<file path="src/rtl/csa_accum_stage_if.sv">
// Stream bundle for the carry-save accumulator: operand input channel and
// completed-group output channel toward the carry-propagate adder.
interface csa_accum_stage_if #(
  parameter int IN_W  = 8,
  parameter int OUT_W = 13,
  parameter int CNT_W = 6
);
  logic             in_valid;
  logic             in_ready;
  logic [IN_W-1:0]  in_data;
  logic             in_last;
  logic             out_valid;
  logic             out_ready;
  logic [OUT_W-1:0] out_a;
  logic [OUT_W-1:0] out_b;
  logic [CNT_W-1:0] out_count;
  logic             out_forced;

  modport master (
    output in_valid, in_data, in_last, out_ready,
    input  in_ready, out_valid, out_a, out_b, out_count, out_forced
  );

  modport slave (
    input  in_valid, in_data, in_last, out_ready,
    output in_ready, out_valid, out_a, out_b, out_count, out_forced
  );
endinterface

</file>
<file path="src/rtl/csa_accum_stage.sv">
// Carry-save accumulator: keeps a running total as (sum, carry) so no carry
// ripples per operand; hands both vectors to the downstream adder per group.
module csa_accum_stage #(
  parameter int IN_W    = 8,
  parameter int OUT_W   = 13,
  parameter int MAX_OPS = 32,
  parameter int CNT_W   = 6
) (
  input logic               clk,
  input logic               reset,
  csa_accum_stage_if.slave  bus
);

  typedef enum logic {ACCUM, HOLD} state_e;

  state_e           state_q, state_d;
  logic [OUT_W-1:0] s_q, s_d, c_q, c_d;
  logic [CNT_W-1:0] cnt_q, cnt_d;
  logic [OUT_W-1:0] out_a_q, out_a_d, out_b_q, out_b_d;
  logic [CNT_W-1:0] out_count_q, out_count_d;
  logic             out_forced_q, out_forced_d;

  logic [OUT_W-1:0] x;
  logic [OUT_W-1:0] s_nx, c_nx;
  logic [CNT_W-1:0] cnt_nx;
  logic             accept, close;

  // One full-adder row per operand; the carry shift drops the top bit, which
  // the MAX_OPS bound guarantees carries no weight of the group total.
  assign x      = {{(OUT_W-IN_W){1'b0}}, bus.in_data};
  assign s_nx   = s_q ^ c_q ^ x;
  assign c_nx   = ((s_q & c_q) | (s_q & x) | (c_q & x)) << 1;
  assign cnt_nx = cnt_q + CNT_W'(1);
  assign accept = bus.in_valid && (state_q == ACCUM);
  assign close  = bus.in_last || (cnt_nx == CNT_W'(MAX_OPS));

  always_ff @(posedge clk) begin
    // NOTE: non-blocking assignments so every register samples pre-edge values.
    if (reset) begin
      state_q      <= ACCUM;
      s_q          <= '0;
      c_q          <= '0;
      cnt_q        <= '0;
      out_a_q      <= '0;
      out_b_q      <= '0;
      out_count_q  <= '0;
      out_forced_q <= 1'b0;
    end else begin
      state_q      <= state_d;
      s_q          <= s_d;
      c_q          <= c_d;
      cnt_q        <= cnt_d;
      out_a_q      <= out_a_d;
      out_b_q      <= out_b_d;
      out_count_q  <= out_count_d;
      out_forced_q <= out_forced_d;
    end
  end

  always_comb begin
    // NOTE: defaults first hold every register, so no path infers a latch.
    state_d      = state_q;
    s_d          = s_q;
    c_d          = c_q;
    cnt_d        = cnt_q;
    out_a_d      = out_a_q;
    out_b_d      = out_b_q;
    out_count_d  = out_count_q;
    out_forced_d = out_forced_q;
    unique case (state_q)
      ACCUM: begin
        if (accept) begin
          if (close) begin
            state_d      = HOLD;
            out_a_d      = s_nx;
            out_b_d      = c_nx;
            out_count_d  = cnt_nx;
            out_forced_d = !bus.in_last;
            s_d          = '0;
            c_d          = '0;
            cnt_d        = '0;
          end else begin
            s_d   = s_nx;
            c_d   = c_nx;
            cnt_d = cnt_nx;
          end
        end
      end
      HOLD: begin
        if (bus.out_ready) state_d = ACCUM;
      end
      default: state_d = ACCUM;
    endcase
  end

  always_comb begin
    bus.in_ready   = (state_q == ACCUM);
    bus.out_valid  = (state_q == HOLD);
    bus.out_a      = out_a_q;
    bus.out_b      = out_b_q;
    bus.out_count  = out_count_q;
    bus.out_forced = out_forced_q;
  end

endmodule

</file>
<file path="src/flat_wrapper.sv">
// flat-port wrapper written by rule: the top's interface ports become plain ports
module csa_accum_stage_flat 
#(
  parameter int IN_W    = 8,
  parameter int OUT_W   = 13,
  parameter int MAX_OPS = 32,
  parameter int CNT_W   = 6
)
  (clk, reset, bus_in_valid, bus_in_data, bus_in_last, bus_out_ready, bus_in_ready, bus_out_valid, bus_out_a, bus_out_b, bus_out_count, bus_out_forced);
  csa_accum_stage_if #(.IN_W(IN_W), .OUT_W(OUT_W), .CNT_W(CNT_W)) bus_i ();
  input logic clk;
  input logic reset;
  input wire logic [$bits(bus_i.in_valid)-1:0] bus_in_valid;
  input wire logic [$bits(bus_i.in_data)-1:0] bus_in_data;
  input wire logic [$bits(bus_i.in_last)-1:0] bus_in_last;
  input wire logic [$bits(bus_i.out_ready)-1:0] bus_out_ready;
  output wire logic [$bits(bus_i.in_ready)-1:0] bus_in_ready;
  output wire logic [$bits(bus_i.out_valid)-1:0] bus_out_valid;
  output wire logic [$bits(bus_i.out_a)-1:0] bus_out_a;
  output wire logic [$bits(bus_i.out_b)-1:0] bus_out_b;
  output wire logic [$bits(bus_i.out_count)-1:0] bus_out_count;
  output wire logic [$bits(bus_i.out_forced)-1:0] bus_out_forced;
  assign bus_i.in_valid = bus_in_valid;
  assign bus_i.in_data = bus_in_data;
  assign bus_i.in_last = bus_in_last;
  assign bus_i.out_ready = bus_out_ready;
  assign bus_in_ready = bus_i.in_ready;
  assign bus_out_valid = bus_i.out_valid;
  assign bus_out_a = bus_i.out_a;
  assign bus_out_b = bus_i.out_b;
  assign bus_out_count = bus_i.out_count;
  assign bus_out_forced = bus_i.out_forced;
  csa_accum_stage #(.IN_W(IN_W), .OUT_W(OUT_W), .MAX_OPS(MAX_OPS), .CNT_W(CNT_W)) u_core (.clk(clk), .reset(reset), .bus(bus_i));
endmodule
</file>
<file path="config.mk">
export PLATFORM = sky130hd
export DESIGN_NAME = csa_accum_stage_flat
export DESIGN_NICKNAME = d
export VERILOG_FILES = /design/src/rtl/csa_accum_stage_if.sv /design/src/rtl/csa_accum_stage.sv /design/src/flat_wrapper.sv
export SDC_FILE = /design/constraint.sdc
export NUM_CORES = 1
export LEC_CHECK = 0
export ABC_AREA = 1
export CORE_MARGIN = 3
export CORE_UTILIZATION = 35
export CTS_CLUSTER_DIAMETER = 60
export DETAILED_ROUTE_END_ITERATION = 6
export PLACE_DENSITY_LB_ADDON = 0.2
export SYNTH_ARGS = -nofsm -noshare
export SYNTH_HDL_FRONTEND = slang
export SYNTH_SLANG_ARGS = --single-unit
</file>
<file path="constraint.sdc">
create_clock -name clk -period 2.8 [get_ports clk]
set_input_delay 0.28 -clock clk [delete_from_list [all_inputs] [get_ports clk]]
set_output_delay 0.28 -clock clk [all_outputs]
set_load 0.1 [all_outputs]
</file>
==> run summary, run 1 <==
Outcome: finished clean
Via density per instance: 4.83
Synth top area share: 47.6%
CP arrival: 2.33 ns
Synth-to-layout area growth: 23.3%
Hold violation count in the final report: 0
CTS Sinks: 64
Post-synth EDFFs: 0
Leakage power total: 1.27 nW
Layout cell share with drive strength beyond 1: 16.7%
Worst EP required: 2.98 ns
Cts hold-fix bufs: 0
Die area: 8780 um^2
1st-pass router iterations: 4
Initial core utilization: 36.5%
Most frequent cell after synthesis: nand2_1
Post-DP HPWL: 4010 um
Clock-pin slew of the registers on the worst-case setup and hold paths: 0.07 ns
Core area: 7370 um^2
CTS tree: built
Finish-stage setup viols: 0
Type of origin of the critical path: flip-flop
Drc violations: 0
Die Wd: 93.7 um
Highest Clock Rate: 0.466 GHz
Gate count of the mapped netlist: 330
H-Tree Depth: 3
FP Rows: 31
Final wirelength: 6280 um
DIE HEIGHT: 93.7 um
Post-Syn Area per Cell: 8.16 um^2
Flop2flop setup slack: 0.66 ns
GPL Wtd Cong: 0.786
Launch point of the worst hold path: u_core.bus.out_a[6]
Placement Setup Slack: 0.668 ns
Critical path depth: 10
Top cells by area, synth: dfxtp_1 (48%), a21oi_1 (12%), nand3_1 (12%)
Pin count of the biggest net entering global routing: 41
Input/output buffers: 46
Peak VDD IR: 0.246 mV
Top delay family on crit path: simple AND/OR/NAND/NOR gates
Worst-Skew Late Latency: 0.34 ns
Critical path peak fanout: 33
GR Overflow Total: 0
Worst-path cell chain: ha_1, nand3_1, nand2_1, nand3_1, nor2_1, nand2_2, nand2_4, nand2_4, nand2_1, a21oi_1
Min Tclk post-route: 2.14 ns
FF-to-FF Start: u_core.cnt_q[0]
Via count: 2271
Leading area contributor after synthesis: dfxtp_1
Vias in the first global route: 2163
Final Max Tran Viols: 0
Setup TNS: 0 ns
Drt wl/cell: 13.4 um
Root buf cell: clkbuf_8
Syn Std Cell Area: 2690 um^2
Total CTS buffers: 9
Setup Skew: 0.00702 ns
HP Class: reg2reg
R2r worst-path depth: 10
Top FF cell, synth: dfxtp_1
Synth async-reset ratio: 0%
NumNets Final: 392
Setup crit start: u_core.cnt_q[0]
Post-synth top cells: nand2_1 (74), a21oi_1 (64), dfxtp_1 (64), nand3_1 (63), clkbuf_1 (15)
Slowest stage cell on the critical path: dfxtp_1
DRT antenna net count: 0
Critical path type: reg2reg
Crit end category: flip-flop
N_diodes: 0
Final worst-path cycle share: 76.6%
RSZ-0062 raised after global routing: false
Setup repair bufs after CTS: 0
Max incr delay on CP: 0.44 ns
Total of max-cap violations: 0
Setup WS post-layout: 0.656 ns
Slew margin rel.: 48.8%
Reg-to-reg endpoint: u_core.bus.out_b[8]
# IOs: 48
Net Count, Synth: 356
Worst path bufs/invs: 0
Transition time of the tightest slew-check pin: 0.769 ns
Global-route wire length before repair: 10600 um
Initial antenna violation count: 0
Clock Tree Buf Depth: 2
PD cells: 632 nW/um^2
DRT iter0 DRCs: 185
Seq cells post-synth: 64
Worst Setup EP: u_core.bus.out_b[8]
Cts repair resizes: 0
Total GRT Usage: 15.5%
YS warnings: 0
Netlist cell types: 22
Sequential-to-total area share from yosys stat: 47.6%
Fill cells: 755
==> how the worst min path moves through the flow <==
| stage | to | slack, ns | depth (start not counted) |
|---|---|---|---|
| after floorplan | u_core.s_q[0] | 0.45 | 2 |
| after global placement | u_core.bus.out_count[1] | 0.45 | 2 |
| after detailed placement | u_core.bus.out_a[6] | 0.46 | 2 |
| after CTS | u_core.bus.out_a[6] | 0.46 | 2 |
| after global routing | u_core.bus.out_a[8] | 0.48 | 2 |
| final | u_core.bus.out_a[6] | 0.46 | 2 |
==> layer usage <==
metal,global-route usage (%),share of wire (%),routed length [um]
met5,0,0,0
met2,21.1,43,2680
met4,7.46,1.4,90
met3,3.61,5.3,331
met1,22.7,51,3180
==> where the power goes <==
part | switching, mW | internal, mW | leakage, nW
Clock | 0.348 | 0.576 | 0.117
Sequential | 0.0115 | 0.928 | 0.518
Combinational | 0.173 | 0.0593 | 0.634
Total | 0.533 | 1.56 | 1.27
==> metrics by stage <==
step	cells	util, %	total power, mW	instance area (um^2)	hold slack [ns]
3_3_place_gp	454	41.9	1.19	3090	0.450
3_5_place_dp	454	41.9	1.19	3090	0.455
6_report	470	45.0	2.10	3320	0.463
5_1_grt	470	45.0	2.17	3320	0.480
2_1_floorplan	330	-	1.13	2690	0.449
4_1_cts	470	45.0	2.12	3320	0.465
==> sequential cells by signal, indices dropped and copies added (netlist names) <==
| signal | count |
|---|---|
| u_core.bus.out_b | 12 |
| u_core.bus.out_count | 6 |
| u_core.bus.out_forced | 1 |
| u_core.bus.out_a | 13 |
| u_core.c_q | 12 |
| u_core.bus.out_valid | 1 |
| u_core.s_q | 13 |
| u_core.cnt_q | 6 |
==> logic make-up (layout without fill, tap and decap cells) <==
family / Yosys count / in the layout / synth area share (%)
other: 1 / 1 / 0.139
AO/OA/AOI/OAI: 64 / 64 / 11.9
buffers and inverters: 35 / 76 / 6.60
adder cells (fa/ha/maj): 13 / 13 / 8.00
AND/OR/NAND/NOR: 152 / 152 / 25.4
flip-flops: 64 / 64 / 47.6
XOR/XNOR: 1 / 1 / 0.325
==> layout make-up <==
cell class / instances / area [um^2] / area share (%)
Sequential cell: 64 / 1280 / 38.6
Clock inverter: 2 / 60.1 / 1.81
Tap cell: 99 / 124 / 3.73
Multi-Input combinational cell: 231 / 1230 / 37.2
Inverter: 8 / 30.0 / 0.905
Clock buffer: 14 / 173 / 5.20
Timing Repair Buffer: 52 / 415 / 12.5
==> worst register-to-register path: stages, from the launching register on <==
cell     delay, ns
dfxtp_1       0.44
ha_1          0.26
nand3_1       0.09
nand2_1       0.09
nand3_1       0.07
nor2_1        0.15
nand2_2       0.09
nand2_4       0.28
nand2_4       0.31
nand2_1       0.14
a21oi_1       0.07
==> cell usage in the layout, fill, tap and decap left out <==
| cell type | n |
|---|---|
| clkdlybuf4s50_1 | 11 |
| xor2_1 | 1 |
| nor2_1 | 4 |
| conb_1 | 1 |
| nor2_2 | 2 |
| or2_2 | 1 |
| nand2_4 | 2 |
| clkbuf_1 | 2 |
| nand3_1 | 63 |
| buf_2 | 1 |
| bufinv_16 | 2 |
| fa_1 | 7 |
| inv_1 | 8 |
| ha_1 | 6 |
| nor3_1 | 1 |
| nand2_1 | 74 |
| nand2_2 | 2 |
| clkbuf_8 | 12 |
| dfxtp_1 | 64 |
| nand4_1 | 2 |
| buf_4 | 40 |
| a21oi_1 | 64 |
| nand3b_1 | 1 |
(Power assumes the default switching activity.)
==> run 2, diff against run 1 <==
clock period = 2.2 ns   (was 2.8 ns; I/O delays follow)
==> run 2 against run 1 <==
Clock power grew 26%. Core utilization grew 0.70 points. First-iteration DRC count shrank 32%. Worst setup slack lost 0.36 ns. Final cell count grew 0.64%. Non-clock buffer count grew 3. Sequential cell count is the same. Clock-buffer cell count is the same. Sequential share of layout area shrank 0.48 points. Largest cell class unchanged.
==> run summary, run 2 (synthesis results as in run 1) <==
Outcome: finished clean
Total of max-cap violations: 0 (unchanged)
Final wirelength: 6170 um (-1.8%)
Critical path type: reg2reg
Crit end category: flip-flop
Total GRT Usage: 15.2% (-0.31 points)
Placed Instances: 457 (+0.66%)
Peak VDD IR: 0.369 mV (+50%)
DRT antenna net count: 0 (unchanged)
Reg power frac: 44.9% (about the same)
Setup TNS: 0 ns (unchanged)
Clock-pin slew of the registers on the worst-case setup and hold paths: 0.07 ns (about the same)
Most frequent cells in the layout: nand2_1 (74), a21oi_1 (64), nand3_1 (63), dfxtp_1 (63), buf_4 (42)
Highest Clock Rate: 0.524 GHz (+12%)
NumNets Final: 395 (+0.77%)
Via density per instance: 4.89 (+1.1%)
Worst EP required: 2.46 ns (-0.52 ns)
GR Overflow Total: 0 (unchanged)
H-Tree Depth: 3 (unchanged)
Die area: 8780 um^2 (unchanged)
Transition time of the tightest slew-check pin: 0.658 ns (-0.110 ns)
Crit-path most repeated cell: nand3_1
Hold violation count in the final report: 0 (unchanged)
Global-route wire length before repair: 10500 um (-1.0%)
CP arrival: 2.17 ns (-0.16 ns)
Setup Skew: 0.00832 ns (+0.00130 ns)
Flop2flop setup slack: 0.29 ns (-0.36 ns)
Worst-path cell chain: ha_1, nand3_1, nand2_1, nand3_1, nor2_1, nand2_2, nand2_4, buf_4, nand3_1, a21oi_1
Die Wd: 93.7 um (unchanged)
Drt wl/cell: 13.0 um (-2.4%)
Post-DP HPWL: 4020 um (+0.42%)
Cell-internal power: 2.00 mW (+28%)
Via count: 2311 (+1.8%)
Layout cell share with drive strength beyond 1: 17.9% (+1.2 points)
Most common cell after layout, fill and taps aside: nand2_1
PD cells: 791 nW/um^2 (+25%)
Cts hold-fix bufs: 0 (unchanged)
Hold Slack: 0.462 ns (-0.00125 ns)
Non-filler cells, final: 473 (+0.64%)
Drc violations: 0 (unchanged)
# IOs: 48 (unchanged)
FP Rows: 31 (unchanged)
Sw Ratio: 25.1% (-0.36 points)
Critical path peak fanout: 14 (-58%)
Total net switching power: 668 uW (+25%)
Initial antenna violation count: 0 (unchanged)
Slew margin rel.: 56.1% (+7.3 points)
Final Max Tran Viols: 0 (unchanged)
Fill cells: 771 (+2.1%)
Synth-to-layout area growth: 25.2%
DIE HEIGHT: 93.7 um (unchanged)
Leakage power total: 1.28 nW (+1.1%)
Vias in the first global route: 2158 (-0.23%)
Clock Tree Buf Depth: 2 (unchanged)
1st-pass router iterations: 4 (unchanged)
Cts repair resizes: 0 (unchanged)
Pin count of the biggest net entering global routing: 65 (+59%)
Setup repair bufs after CTS: 0 (unchanged)
Final worst-path cycle share: 86.7% (+10 points)
Initial core utilization: 36.5% (unchanged)
Combinational Power Share: 11.5% (+0.4 points)
Worst-Skew Late Latency: 0.34 ns (about the same)
CTS tree: built
Finish-stage setup viols: 0 (unchanged)
Max incr delay on CP: 0.43 ns (about the same)
Slowest stage cell on the critical path: dfxtp_1
Input/output buffers: 46 (unchanged)
Core area: 7370 um^2 (unchanged)
Min Tclk post-route: 1.91 ns (-0.237 ns)
CTS Sinks: 64 (unchanged)
Root buf cell: clkbuf_8
N_diodes: 0 (unchanged)
Total CTS buffers: 9 (unchanged)
RSZ-0062 raised after global routing: false
Clock power share: 43.7% (-0.4 points)
GPL Wtd Cong: 0.778 (-1.1%)
Top delay family on crit path: simple AND/OR/NAND/NOR gates
HP Class: reg2reg
DRT iter0 DRCs: 126 (-32%)
Type of origin of the critical path: flip-flop
Worst path bufs/invs: 1 (+1)
-- run 2: changes by cell type in the layout (fill, tap and decap cells not counted), sizes merged --
cell,delta
inv,-1
clkinvlp,+1
buf,+3
-- run 2: worst paths after layout --
check / from / end / cells after the start
setup / recovery: u_core.cnt_q[0] / u_core.bus.out_a[10] / 10
hold / removal: u_core.bus.out_a[7] / u_core.bus.out_a[7] / 2
setup reg to reg: u_core.cnt_q[0] / u_core.bus.out_a[10] / 10
hold reg to reg: u_core.bus.out_a[7] / u_core.bus.out_a[7] / 2
-- run 2: per-stage QoR --
step	instance area (um^2)	util [%]	power, mW	setup WS (ns)
after floorplan	2700	-	1.44	0.216
after global placement	3130	42.4	1.53	0.333
after detailed placement	3130	42.4	1.53	0.265
after CTS	3360	45.6	2.70	0.245
after global routing	3370	45.7	2.78	0.0628
final	3370	45.7	2.66	0.292
-- run 2: cell type report --
| type | instances | area (um^2) | share of cell area [%] |
|---|---|---|---|
| flip-flops and latches | 64 | 1280 | 38.1 |
| multi-input cells | 231 | 1240 | 36.9 |
| repair buffers | 55 | 450 | 13.4 |
| clock buffers | 14 | 173 | 5.12 |
| well taps | 99 | 124 | 3.68 |
| clock inverters | 2 | 60.1 | 1.78 |
| inverters | 8 | 33.8 | 1.00 |
-- run 2: power groups by stage --
stage / registers [mW] / logic, mW / clock network, mW
global placement: 1.22 / 0.305 / 0
finish: 1.20 / 0.306 / 1.16
detailed placement: 1.22 / 0.307 / 0
CTS: 1.20 / 0.308 / 1.20
global route: 1.20 / 0.331 / 1.25
floorplan: 1.31 / 0.135 / 0
-- run 2: layer usage --
layer	track usage (%)	vias up	routed length [um]
met3	4.81	11	377
met2	20.8	64	2670
met4	6.50	0	119
li1	-	1188	-
met5	0	-	0
met1	21.7	1048	3000
-- run 2: worst register-to-register path, cell delays in order, from the launching register on --
cell and delay (ns):
dfxtp_1 0.43, ha_1 0.25, nand3_1 0.09, nand2_1 0.09
nand3_1 0.08, nor2_1 0.15, nand2_2 0.09, nand2_4 0.18
buf_4 0.22, nand3_1 0.10, a21oi_1 0.15
==> run 3, diff against run 2 <==
clock period = 2.3 ns   (was 2.2 ns; I/O delays follow)
==> run 3 against run 2 <==
Total power is 5.6% lower. Clock power is 7% lower. Core utilization is 0.32 points lower. Fmax is 6.3% lower. Combinational power is 5% lower. Sequential power is 5% lower. Worst setup slack worse by 0.028 ns. Worst hold slack worse by 0.10 ns. Wire length is 1.1% higher. Global-route usage is 0.18 points higher. Critical endpoint is now u_core.bus.out_b[10].
==> run summary, run 3 (synthesis results as in run 1) <==
Hold depth: 2 (unchanged)
Type of origin of the critical path: flip-flop
Pwr Total: 2.52 mW (-5.6%)
Leakage power total: 1.28 nW (about the same)
Vias in the first global route: 2220 (+2.9%)
Die area: 8780 um^2 (unchanged)
Post-DP HPWL: 4090 um (+1.7%)
R2r worst-path depth: 10 (unchanged)
Critical path peak fanout: 33 (+19)
Outcome: finished clean
Min-Delay Endpoint: u_core.s_q[10]
Hold violation count in the final report: 0 (unchanged)
PD cells: 752 nW/um^2 (-4.9%)
Clock Tree Buf Depth: 2 (unchanged)
DRT antenna net count: 0 (unchanged)
HP Class: in2reg
Setup WS post-layout: 0.264 ns (-0.0281 ns)
GPL Wtd Cong: 0.800 (+2.9%)
Fill cells: 767 (-0.52%)
Cell-internal power: 1.87 mW (-6.3%)
Input/output buffers: 46 (unchanged)
Cts repair resizes: 0 (unchanged)
Placed Instances: 457 (unchanged)
Setup Skew: 0.00760 ns (-0.000721 ns)
FF-to-FF Start: u_core.cnt_q[0]
Initial antenna violation count: 0 (unchanged)
CP arrival: 2.25 ns (+0.08 ns)
Peak VDD IR: 0.356 mV (-3.4%)
Post-route cell area: 3350 um^2 (-0.71%)
CTS tree: built
Final Max Tran Viols: 0 (unchanged)
CTS Sinks: 64 (unchanged)
Die Wd: 93.7 um (unchanged)
DRT iter0 DRCs: 202 (+60%)
Top Layer Used: met4
Finish-stage setup viols: 0 (unchanged)
Most common cell after layout, fill and taps aside: nand2_1
Reg power frac: 45.5% (+0.6 points)
Total of max-cap violations: 0 (unchanged)
Setup TNS: 0 ns (unchanged)
Drt wl/cell: 13.2 um (+1.3%)
Worst-Skew Late Latency: 0.34 ns (about the same)
Flop2flop setup slack: 0.26 ns (-0.03 ns)
Sw Ratio: 25.6% (+0.57 points)
Non-filler cells, final: 472 (-0.21%)
FP Rows: 31 (unchanged)
Cts hold-fix bufs: 0 (unchanged)
Total GRT Usage: 15.3% (+0.18 points)
1st-pass router iterations: 4 (unchanged)
Root buf cell: clkbuf_8
Register Area: 1280 um^2 (-0.19%)
DIE HEIGHT: 93.7 um (unchanged)
Initial core utilization: 36.5% (unchanged)
Final wirelength: 6230 um (+1.1%)
Routed wl met3: 390 um (+3.4%)
NumNets Final: 395 (unchanged)
Final worst-path cycle share: 88.5% (+1.8 points)
Via density per instance: 4.92 (+0.78%)
Multi-input logic area: 1230 um^2 (-0.70%)
Pin count of the biggest net entering global routing: 39 (-40%)
Most frequent cells in the layout: nand2_1 (74), a21oi_1 (64), nand3_1 (63), dfxtp_1 (63), buf_4 (42)
Highest Clock Rate: 0.491 GHz (-6.3%)
Total net switching power: 645 uW (-3.4%)
Reg-to-reg endpoint: u_core.bus.out_b[10]
Via count: 2324 (+0.56%)
Critical path type: reg2reg
Total CTS buffers: 9 (unchanged)
Synth-to-layout area growth: 24.3%
Setup repair bufs after CTS: 0 (unchanged)
Transition time of the tightest slew-check pin: 0.515 ns (-0.144 ns)
Launch point of the worst hold path: reset
Slew margin rel.: 65.7% (+9.6 points)
Global-route wire length before repair: 10700 um (+1.6%)
Drc violations: 0 (unchanged)
# IOs: 48 (unchanged)
Worst EP required: 2.51 ns (+0.05 ns)
Crit end category: flip-flop
Core area: 7370 um^2 (unchanged)
Clock power share: 43.0% (-0.7 points)
H-Tree Depth: 3 (unchanged)
RSZ-0062 raised after global routing: false
WL met2: 2720 um (+1.9%)
Combinational Power Share: 11.5% (about the same)
GR Overflow Total: 0 (unchanged)
N_diodes: 0 (unchanged)
Placed Area: 3130 um^2 (about the same)
Clock-pin slew of the registers on the worst-case setup and hold paths: 0.07 ns (about the same)
DRT met1 WL: 3060 um (+2.0%)
Layout cell share with drive strength beyond 1: 18.0% (+0.048 points)
Placement Setup Slack: 0.260 ns (-0.00499 ns)
Min Tclk post-route: 2.04 ns (+0.128 ns)
Setup crit start: u_core.cnt_q[0]
run 3: power groups by stage:
stage	registers (mW)	clock network, mW	logic (mW)
finish	1.14	1.08	0.291
global route	1.15	1.15	0.315
CTS	1.14	1.10	0.293
detailed placement	1.17	0	0.292
global placement	1.17	0	0.292
floorplan	1.25	0	0.129
run 3: worst max path at each step:
| stage | slack [ns] | end |
|---|---|---|
| final | 0.26 | u_core.bus.out_b[10] |
| after global routing | 0.0007 | u_core.bus.out_a[8] |
| after CTS | 0.25 | u_core.bus.out_b[10] |
| after detailed placement | 0.26 | u_core.bus.out_b[10] |
| after global placement | 0.34 | u_core.bus.out_b[5] |
| after floorplan | 0.07 | u_core.bus.out_b[10] |
run 3: through the flow:
| step | hold WS (ns) | utilization [%] |
|---|---|---|
| 6_report | 0.361 | 45.4 |
| 3_3_place_gp | 0.453 | 42.4 |
| 3_5_place_dp | 0.455 | 42.4 |
| 2_1_floorplan | 0.405 | - |
| 5_1_grt | 0.385 | 45.4 |
| 4_1_cts | 0.360 | 45.4 |
run 3: worst max-delay path, cell delays in order (launching register included):
cell     delay (ns)
dfxtp_1        0.43
ha_1           0.26
nand3_1        0.09
nand2_1        0.09
nand3_1        0.07
nor2_1         0.15
nand2_2        0.10
nand2_4        0.24
nand2_4        0.27
nand2_1        0.14
a21oi_1        0.06
run 3: layout make-up:
class | count | share of cell area [%]
clock buffers | 12 | 4.64
clock inverters | 3 | 1.94
inverters | 8 | 1.01
multi-input cells | 231 | 36.9
flip-flops and latches | 64 | 38.3
well taps | 99 | 3.70
repair buffers | 55 | 13.5
run 3: metal layers:
layer,track usage [%],vias to the layer above
met3,3.29,7
met5,0,-
met1,22.0,1062
met4,7.58,0
li1,-,1183
met2,21.6,72
